File: src/rtl/elevator_scan_ctrl.sv
// Multi-request elevator car controller: pending-request bitmap served in SCAN
// order, with per-floor travel time, timed door, emergency halt and range check.
module elevator_scan_ctrl #(
   parameter int NUM_FLOORS    = 16,
   parameter int FLOOR_W       = 4,
   parameter int TRAVEL_CYCLES = 4,
   parameter int DOOR_CYCLES   = 3
) (
   input  logic                  clk,
   input  logic                  reset,
   input  logic                  emergency,
   input  logic                  req_valid,
   input  logic [FLOOR_W-1:0]    req_floor,
   output logic [FLOOR_W-1:0]    current_floor,
   output logic [1:0]            direction,
   output logic                  door_open,
   output logic [NUM_FLOORS-1:0] pending,
   output logic                  arrived,
   output logic                  req_err
);

   localparam int TCW = (TRAVEL_CYCLES > 1) ? $clog2(TRAVEL_CYCLES) : 1;
   localparam int DCW = (DOOR_CYCLES > 1) ? $clog2(DOOR_CYCLES) : 1;
   localparam logic [TCW-1:0] TC_LAST = TCW'(TRAVEL_CYCLES - 1);
   localparam logic [DCW-1:0] DC_LAST = DCW'(DOOR_CYCLES - 1);

   typedef enum logic [1:0] {S_IDLE, S_MOVE, S_DOOR, S_EMERG} state_t;

   state_t                r_state;
   logic [FLOOR_W-1:0]    r_floor;
   logic [TCW-1:0]        r_tcnt;
   logic [DCW-1:0]        r_dcnt;
   logic                  r_pref;
   logic [NUM_FLOORS-1:0] r_pending;
   logic [1:0]            r_dir;
   logic                  r_door;
   logic                  r_arrived;
   logic                  r_req_err;

   state_t                w_state_nx;
   logic [FLOOR_W-1:0]    w_floor_nx;
   logic [FLOOR_W-1:0]    w_step;
   logic [TCW-1:0]        w_tcnt_nx;
   logic [DCW-1:0]        w_dcnt_nx;
   logic                  w_pref_nx;
   logic [NUM_FLOORS-1:0] w_set;
   logic [NUM_FLOORS-1:0] w_clr;
   logic                  w_arr_nx;
   logic                  w_err_nx;
   logic                  w_accept;
   logic                  w_in_range;
   logic                  w_door_hold;
   logic [1:0]            w_dir_nx;

   function automatic logic [NUM_FLOORS-1:0] f_onehot(
      input logic [FLOOR_W-1:0] f
   );
      logic [NUM_FLOORS-1:0] m;
      m = '0;
      for (int i = 0; i < NUM_FLOORS; i++)
         if (f == FLOOR_W'(i)) m[i] = 1'b1;
      return m;
   endfunction

   function automatic logic f_hit(
      input logic [NUM_FLOORS-1:0] p,
      input logic [FLOOR_W-1:0]    f
   );
      return |(p & f_onehot(f));
   endfunction

   // Any request strictly beyond floor f in the given direction.
   function automatic logic f_ahead(
      input logic [NUM_FLOORS-1:0] p,
      input logic [FLOOR_W-1:0]    f,
      input logic                  up
   );
      logic a;
      a = 1'b0;
      for (int i = 0; i < NUM_FLOORS; i++)
         if (up ? (FLOOR_W'(i) > f) : (FLOOR_W'(i) < f)) a = a | p[i];
      return a;
   endfunction

   assign w_accept    = req_valid && !emergency && (r_state != S_EMERG);
   assign w_in_range  = 32'(req_floor) < 32'(NUM_FLOORS);
   assign w_door_hold = w_accept && w_in_range && (r_state == S_DOOR)
                        && (req_floor == r_floor);
   assign w_set       = (w_accept && w_in_range && !w_door_hold)
                        ? f_onehot(req_floor) : '0;
   assign w_err_nx    = w_accept && !w_in_range;
   assign w_step      = r_pref ? r_floor + FLOOR_W'(1)
                               : r_floor - FLOOR_W'(1);

   always_comb begin
      w_state_nx = r_state;
      w_floor_nx = r_floor;
      w_tcnt_nx  = r_tcnt;
      w_dcnt_nx  = r_dcnt;
      w_pref_nx  = r_pref;
      w_clr      = '0;
      w_arr_nx   = 1'b0;
      unique case (r_state)
         S_IDLE: begin
            if (|r_pending) begin
               if (f_hit(r_pending, r_floor)) begin
                  w_clr      = f_onehot(r_floor);
                  w_state_nx = S_DOOR;
                  w_dcnt_nx  = '0;
               end else begin
                  if (!f_ahead(r_pending, r_floor, r_pref))
                     w_pref_nx = !r_pref;
                  w_state_nx = S_MOVE;
                  w_tcnt_nx  = '0;
               end
            end
         end
         S_MOVE: begin
            if (r_tcnt == TC_LAST) begin
               w_tcnt_nx  = '0;
               w_floor_nx = w_step;
               if (f_hit(r_pending, w_step)) begin
                  w_clr      = f_onehot(w_step);
                  w_arr_nx   = 1'b1;
                  w_state_nx = S_DOOR;
                  w_dcnt_nx  = '0;
               end else if (!f_ahead(r_pending, w_step, r_pref)) begin
                  w_state_nx = S_IDLE;
               end
            end else begin
               w_tcnt_nx = r_tcnt + TCW'(1);
            end
         end
         S_DOOR: begin
            if (w_door_hold) begin
               w_dcnt_nx = '0;
            end else if (r_dcnt == DC_LAST) begin
               w_state_nx = S_IDLE;
               w_dcnt_nx  = '0;
            end else begin
               w_dcnt_nx = r_dcnt + DCW'(1);
            end
         end
         S_EMERG: begin
            if (!emergency) w_state_nx = S_IDLE;
         end
         default: w_state_nx = S_IDLE;
      endcase
      // Emergency overrides everything except reset; partial travel is lost.
      if (emergency) begin
         w_state_nx = S_EMERG;
         w_floor_nx = r_floor;
         w_tcnt_nx  = '0;
         w_dcnt_nx  = '0;
         w_pref_nx  = r_pref;
         w_clr      = '1;
         w_arr_nx   = 1'b0;
      end
   end

   always_comb begin
      w_dir_nx = 2'b00;
      if (w_state_nx == S_MOVE)
         w_dir_nx = w_pref_nx ? 2'b01 : 2'b10;
      else if (w_state_nx == S_EMERG)
         w_dir_nx = 2'b11;
   end

   always_ff @(posedge clk) begin
      if (reset) begin
         r_state   <= S_IDLE;
         r_floor   <= '0;
         r_tcnt    <= '0;
         r_dcnt    <= '0;
         r_pref    <= 1'b1;
         r_pending <= '0;
         r_dir     <= 2'b00;
         r_door    <= 1'b0;
         r_arrived <= 1'b0;
         r_req_err <= 1'b0;
      end else begin
         r_state   <= w_state_nx;
         r_floor   <= w_floor_nx;
         r_tcnt    <= w_tcnt_nx;
         r_dcnt    <= w_dcnt_nx;
         r_pref    <= w_pref_nx;
         r_pending <= (r_pending | w_set) & ~w_clr;
         r_dir     <= w_dir_nx;
         r_door    <= (w_state_nx == S_DOOR);
         r_arrived <= w_arr_nx;
         r_req_err <= w_err_nx;
      end
   end

   assign current_floor = r_floor;
   assign direction     = r_dir;
   assign door_open     = r_door;
   assign pending       = r_pending;
   assign arrived       = r_arrived;
   assign req_err       = r_req_err;

endmodule

File: config.mk
export PLATFORM = sky130hd
export DESIGN_NAME = elevator_scan_ctrl
export DESIGN_NICKNAME = d
export VERILOG_FILES = /design/src/rtl/elevator_scan_ctrl.sv
export SDC_FILE = /design/constraint.sdc
export NUM_CORES = 1
export LEC_CHECK = 0
export CORE_MARGIN = 5
export CORE_UTILIZATION = 53
export DETAILED_ROUTE_END_ITERATION = 6
export GPL_ROUTABILITY_DRIVEN = 0
export HOLD_SLACK_MARGIN = 0.06
export PLACE_DENSITY = 0.8
export SLEW_MARGIN = 15
export SYNTH_ARGS = -nofsm -noshare
export SYNTH_HDL_FRONTEND = slang
export SYNTH_SLANG_ARGS = --single-unit
File: constraint.sdc
create_clock -name clk -period 3.52 [get_ports clk]
set_input_delay 0.704 -clock clk [delete_from_list [all_inputs] [get_ports clk]]
set_output_delay 0.704 -clock clk [all_outputs]
set_load 0.05 [all_outputs]
==> flow_metrics.env <==
export IMPL_status="finished with violations"
export IMPL_violations="DRC"
export IMPL_die_y_um=90.3
export IMPL_synth_mux_area_share_pct=5.06
export IMPL_drcViolationCount=5
export IMPL_hpwl_mm=8.78
export IMPL_clock_latency_ns=0.31
export IMPL_syn_num_nets=480
export IMPL_tns_ns=0
export IMPL_final_util_pct=61.1
export IMPL_n_fill_cell=606
export IMPL_core_area_um2=6310
export IMPL_layout_min_cycle_time_ns=3.22
export IMPL_r2r_end="door_open"
export IMPL_ios=33
export IMPL_drt_iter0_markers=794
export IMPL_wl_per_cell_um=23.1
export IMPL_cts_inserted_buffers=5
export IMPL_portBuffers=31
export IMPL_synth_compound_area_share_pct=34.3
export IMPL_drive_above_1_share_pct=10.8
export IMPL_syn_inst=463
export IMPL_worstSetupStartpointType="flop"
export IMPL_clock_path_buffers=2
export IMPL_grt_max_degree=47
export IMPL_synth_most_common_cell="a21oi_1"
export IMPL_cts_setup_buffers=0
export IMPL_wl_mm=12.7
export IMPL_clock_sinks=31
export IMPL_nets=489
export IMPL_synthSimpleGateAreaFrac_pct=27.5
export IMPL_crit_slowest_cell="or4_4"
export IMPL_p_leak_nw=1.26
export IMPL_cts_tree="done"
export IMPL_synthAdderAreaFrac_pct=3.30
export IMPL_final_seq_area_um2=627
export IMPL_synth_top_cell_by_area="dfxtp_1"
export IMPL_startpoint="current_floor[2]"
export IMPL_finalSetupViolCount=0
export IMPL_initial_core_util_pct=54.1
export IMPL_crit_arrival_ns=3.44
export IMPL_rsz0062_at_grt="false"
export IMPL_cts_repair_resized=0
export IMPL_end_kind="flop"
export IMPL_worstSetupPathDepth=9
export IMPL_crit_end="door_open"
export IMPL_tightest_slew_ns=0.727
export IMPL_yosys_area_share_xor_xnor_pct=3.85
export IMPL_grt_remaining_overflow=0
export IMPL_crit_buf_inv=1
export IMPL_syn_avg_cell_area_um2=7.37
export IMPL_synth_cell_types=77
export IMPL_hold_viol=0
export IMPL_async_reset_ff_share_pct=0
export IMPL_track_usage_pct=29.5
export IMPL_htree_levels=2
export IMPL_synth_seq_area_share_pct=18.2
export IMPL_synth_common_cells="50 x a21oi_1, 38 x nor2_1, 35 x nand2_1"
export IMPL_area_growth_syn_to_layout_pct=13.0
export IMPL_dieArea_um2=8150
export IMPL_hold_buffers=0
export IMPL_postLayoutCellArea_um2=3860
export IMPL_cap_violations=0
export IMPL_r2r_start="current_floor[2]"
export IMPL_crit_required_ns=3.74
export IMPL_grt_pass1_wl_mm=19.8
export IMPL_r2r_setup_slack_ns=0.30
export IMPL_netlist_area_um2=3410
export IMPL_synth_edff_count=0
export IMPL_vias=4095
export IMPL_vias_per_cell=7.45
export IMPL_rr_worst_depth=9
export IMPL_min_path_type="flop to flop"
export IMPL_critPathMaxFanout=46
export IMPL_synth_area_leaders="dfxtp_1 18%, a21oi_1 7.3%, nor2_1 4.2%, nand2_1 3.8%, ha_1 3.3%"
export IMPL_fmax_mhz=311
export IMPL_worstHoldStart="r_dcnt[1]"
export IMPL_multiInputGateArea_um2=2530
export IMPL_drtPass1Iterations=7
export IMPL_clk_pin_slew_worst_paths_ns=0.09
export IMPL_ir_drop_mv=0.231
export IMPL_maxSlewHeadroom_pct=51.5
export IMPL_p_per_area_nw_per_um2=223
export IMPL_finalMaxSlewViolations=0
export IMPL_first_global_vias=3822
export IMPL_ys_seq_elements=31
export IMPL_synth_top_family_by_area="compound AO/OA/AOI/OAI gates"
export IMPL_path_cells="buf_4 -> xnor2_1 -> nor2_1 -> a32o_1 -> or4_4 -> a2111oi_4 -> nand3b_1 -> a31oi_2 -> nor3b_2"
export IMPL_rows=29
export IMPL_ys_flop_type="dfxtp_1"
export IMPL_cts_root_buf="clkbuf_8"
export IMPL_post_route_period_util_pct=91.4
export IMPL_grt_antenna_before_repair=0
export IMPL_cp_top_family="simple AND/OR/NAND/NOR gates"
export IMPL_n_antenna_cell=0
export IMPL_yosysWarnings=0
export IMPL_slowest_delay_ns=0.54
export IMPL_die_x_um=90.3
export IMPL_worstSetupPathType="flop to flop"
export IMPL_finalClockSkew_ns=0.0216
export IMPL_post_synth_top_area_fraction_pct=18.2
export IMPL_ant_nets=0
export IMPL_placed_area_um2=3740
-- worst min-delay path by stage --
stage	end	slack [ns]	cells after the start
after floorplan	r_dcnt[1]	0.45	2
final	r_dcnt[1]	0.49	2
after detailed placement	r_dcnt[1]	0.49	2
after CTS	r_dcnt[1]	0.50	2
after global placement	r_dcnt[1]	0.46	2
after global routing	r_dcnt[1]	0.53	2
-- flip-flops by register name, indices dropped and copies added (netlist names) --
signal and flops:
direction 2, door_open 1, r_dcnt 2, arrived 1, current_floor 4, r_tcnt 2
r_pref 1, pending 16, r_state 2
-- where the power goes --
part / leakage (nW) / switching [mW] / internal (mW) / total [mW]
clock: 0.0594 / 0.167 / 0.201 / 0.368
sequential: 0.253 / 0.00896 / 0.356 / 0.365
combinational: 0.948 / 0.0798 / 0.0473 / 0.127
-- per-stage QoR --
| step | total power, mW | hold WS, ns | worst slack, ns | instances |
|---|---|---|---|---|
| after detailed placement | 0.496 | 0.488 | 0.322 | 542 |
| after CTS | 0.856 | 0.495 | 0.324 | 550 |
| after floorplan | 0.459 | 0.448 | 0.0683 | 463 |
| final | 0.860 | 0.492 | 0.301 | 550 |
| after global placement | 0.494 | 0.462 | 0.454 | 542 |
| after global routing | 0.885 | 0.527 | 0.143 | 550 |
-- area by class of cell --
class,count,share of cell area (%)
multi-input combinational,372,65.6
sequential,31,16.3
timing repair buffer,48,11.4
clock buffer,7,2.79
tap,77,2.50
inverter,14,1.36
clock inverter,1,0.130
-- cell usage in the layout, fill, tap and decap left out, drive strengths merged, types with 7 or more instances in the layout --
master	synthesis	final
a21oi	50	50
nor2	39	39
nand2	35	35
clkdlybuf4s50	0	31
dfxtp	31	31
nor3	20	20
buf	25	17
o21ai	15	15
nand2b	14	14
inv	12	12
nand3	11	11
a31oi	11	11
xnor2	9	9
ha	9	9
nor2b	8	8
a2111oi	8	8
a211oi	7	7
and3	7	7
a221oi	7	7
mux2i	7	7
clkbuf	21	7
-- kinds of logic after synthesis --
group,after synthesis
adders and majority gates,9
buffers and inverters,60
AOI/OAI and AO/OA,162
xor gates and xnor gates,15
DFF,31
and+or+nand+nor,173
other,1
muxes,12
-- tightest hold or removal path, delay by kind of cell, from the launching register on --
family	cells	cell delay, ns
flops	1	0.33
simple gates	1	0.06
mux	1	0.05
-- metal layers --
| layer | up-vias | global-route usage, % | part of all wire, % |
|---|---|---|---|
| met4 | 0 | 15.8 | 6.6 |
| met2 | 394 | 43.8 | 41 |
| met1 | 1827 | 38.6 | 38 |
| met5 | - | 0 | 0 |
| li1 | 1764 | - | - |
| met3 | 110 | 8.33 | 14 |
(Power assumes the default switching activity.)
==> RTL edit: new RTL, config.mk and constraints unchanged <==
Set the parameter `TRAVEL_CYCLES` to 8 (it was 4).
--- a/src/rtl/elevator_scan_ctrl.sv
+++ b/src/rtl/elevator_scan_ctrl.sv
@@ -3,7 +3,7 @@
 module elevator_scan_ctrl #(
    parameter int NUM_FLOORS    = 16,
    parameter int FLOOR_W       = 4,
-   parameter int TRAVEL_CYCLES = 4,
+   parameter int TRAVEL_CYCLES = 8,
    parameter int DOOR_CYCLES   = 3
 ) (
    input  logic                  clk,
Formal check against the unedited RTL: not equivalent (Yosys sat finds a counterexample within 10 cycles, from zero or initial values and one cycle with reset high).
==> RTL edit against the original RTL <==
- synthesized cell count shrank 2.8%
- die area fell by 4.2%
- clock power barely moved
- sequential cell count is 1 higher
- via count is 5.6% lower
- power is 1.8% higher
- worst hold slack better by 12 ps
- first-iteration DRC count decreased by 2.8%
- count of clock-buffer cells in the layout down 2
- worst setup slack got worse by 93 ps
- maximum frequency decreased by 2.8%
- routed wire length down 13%
- synthesized area down 4.7%
- design area decreased by 4.8%
- largest cell class unchanged
- highest routed layer unchanged
==> RTL edit: results (changes against the original RTL) <==
Synthesis
  – Synth Net Count: 468 (was 480)
  – Mux cell area share after synthesis: 1.000% (was 5.059%)
  – Synth top area cells: dfxtp_1, a21oi_1, nor2_1, ha_1, nand3_1 (was dfxtp_1, a21oi_1, nor2_1, nand2_1, ha_1)
  – Post-synthesis xor/xnor area fraction: 4.500% (was 3.849%)
  – Post-synth top cells: a21oi_1, nor2_1, dfxtp_1 (was a21oi_1, nor2_1, nand2_1)
  – Register area share after synthesis: 19.69% (was 18.18%)
  – Post-Synth Adder-Cell Area: 3.846% (was 3.299%)
  – Synth Area in Compound Gates: 32.54% (was 34.35%)

Final layout
  – Data buffer area share: 11.72% (was 11.35%)
  – Share of layout cells above drive strength 1: 10.00% (was 10.78%)
  – Clock Buffer Count: 5 (was 7)
  – #MultiIn Comb: 357 (was 372)
  – Filler cells: 553 (was 606)
  – Clock buf/inv share: 2.998% (was 2.919%)
  – Num sequential: 32 (was 31)
  – Non-CTS inverters: 16 (was 14)
  – Non-clk bufs: 47 (was 48)

Timing
  – Worst hold slack: 503.8 ps (was 492.2 ps)
  – Setup Skew: 11.19 ps (was 21.61 ps)

Worst setup path
  – Worst reg2reg startpoint: current_floor[1] (was current_floor[2])
  – CP delay by family, top: compound AO/OA/AOI/OAI gates (was simple AND/OR/NAND/NOR gates)
  – CP max FO: 10 (was 46)
  – Worst path slowest cell: ha_1 (was or4_4)

Placed design
  – Final HPWL DP: 7627 µm (was 8780 µm)
  – Dpl ws: 259.0 ps (was 321.9 ps)

Detailed routing
  – 1st-pass router iterations: 6 (was 7)
  – 1st-iter DRT viols: 772 (was 794)
  – Routed wire length: 11,080 µm (was 12,720 µm)

Global route
  – GR Util met1: 36.58% (was 38.63%)
  – Vias in the first global route: 3,620 (was 3,822)
  – M2 GR Usage: 45.55% (was 43.78%)
  – Largest net degree at the start of global routing: 36 (was 47)
  – GRT Util Overall: 29.19% (was 29.55%)

Pwr
  – P_int: 0.0006285 W (was 0.0006045 W)
  – VDD IR-drop max: 0.2813 mV (was 0.2307 mV)
  – Power in combinational cells: 0.000131 W (was 0.000127 W)
  – P_seq: 0.000377 W (was 0.000365 W)
  – LEAKAGE: 1.199 nW (was 1.261 nW)

Worst hold path
  – Min-delay src: r_dcnt[0] (was r_dcnt[1])

Clock network
  – Worst-Skew Late Latency: 290 ps (was 310 ps)

Run status
  – Outcome: finished, final reports clean (was complete, but fails checks)
## RTL edit: cell types whose count changed after synthesis, sizes merged, moves of 5 or more
| cell | change |
|---|---|
| a221oi | -6 |
| and3 | -5 |
| mux2i | -5 |
| nand2 | -11 |
| nand2b | -10 |
| nand3 | +12 |
| nor2b | +5 |
| nor4 | +5 |
| o21ai | +7 |
## RTL edit: through the flow
stage               instance area (µm²)  cells  utilization (%)
floorplan                          3258    450                -
global placement                   3562    527            59.81
detailed placement                 3562    527            59.81
CTS                                3672    535            61.66
global route                       3672    535            61.66
finish                             3672    535            61.66
## RTL edit: cells by family after synthesis
group,after synthesis
mux,2
simple gates,172
xor+xnor,15
fa+ha+maj,10
compound gates,157
flops,32
other cells,1
buf+inv,61
## RTL edit: layer usage
metal	routed length, µm	share of wire, %
met4	558	5.0
met2	4961	45
met5	0	0
met1	4022	36
met3	1534	14
## RTL edit: final timing paths
check,end,cells past startpoint
max,direction[1],12
min,r_dcnt[0],2
max reg2reg,direction[1],12
min reg2reg,r_dcnt[0],2
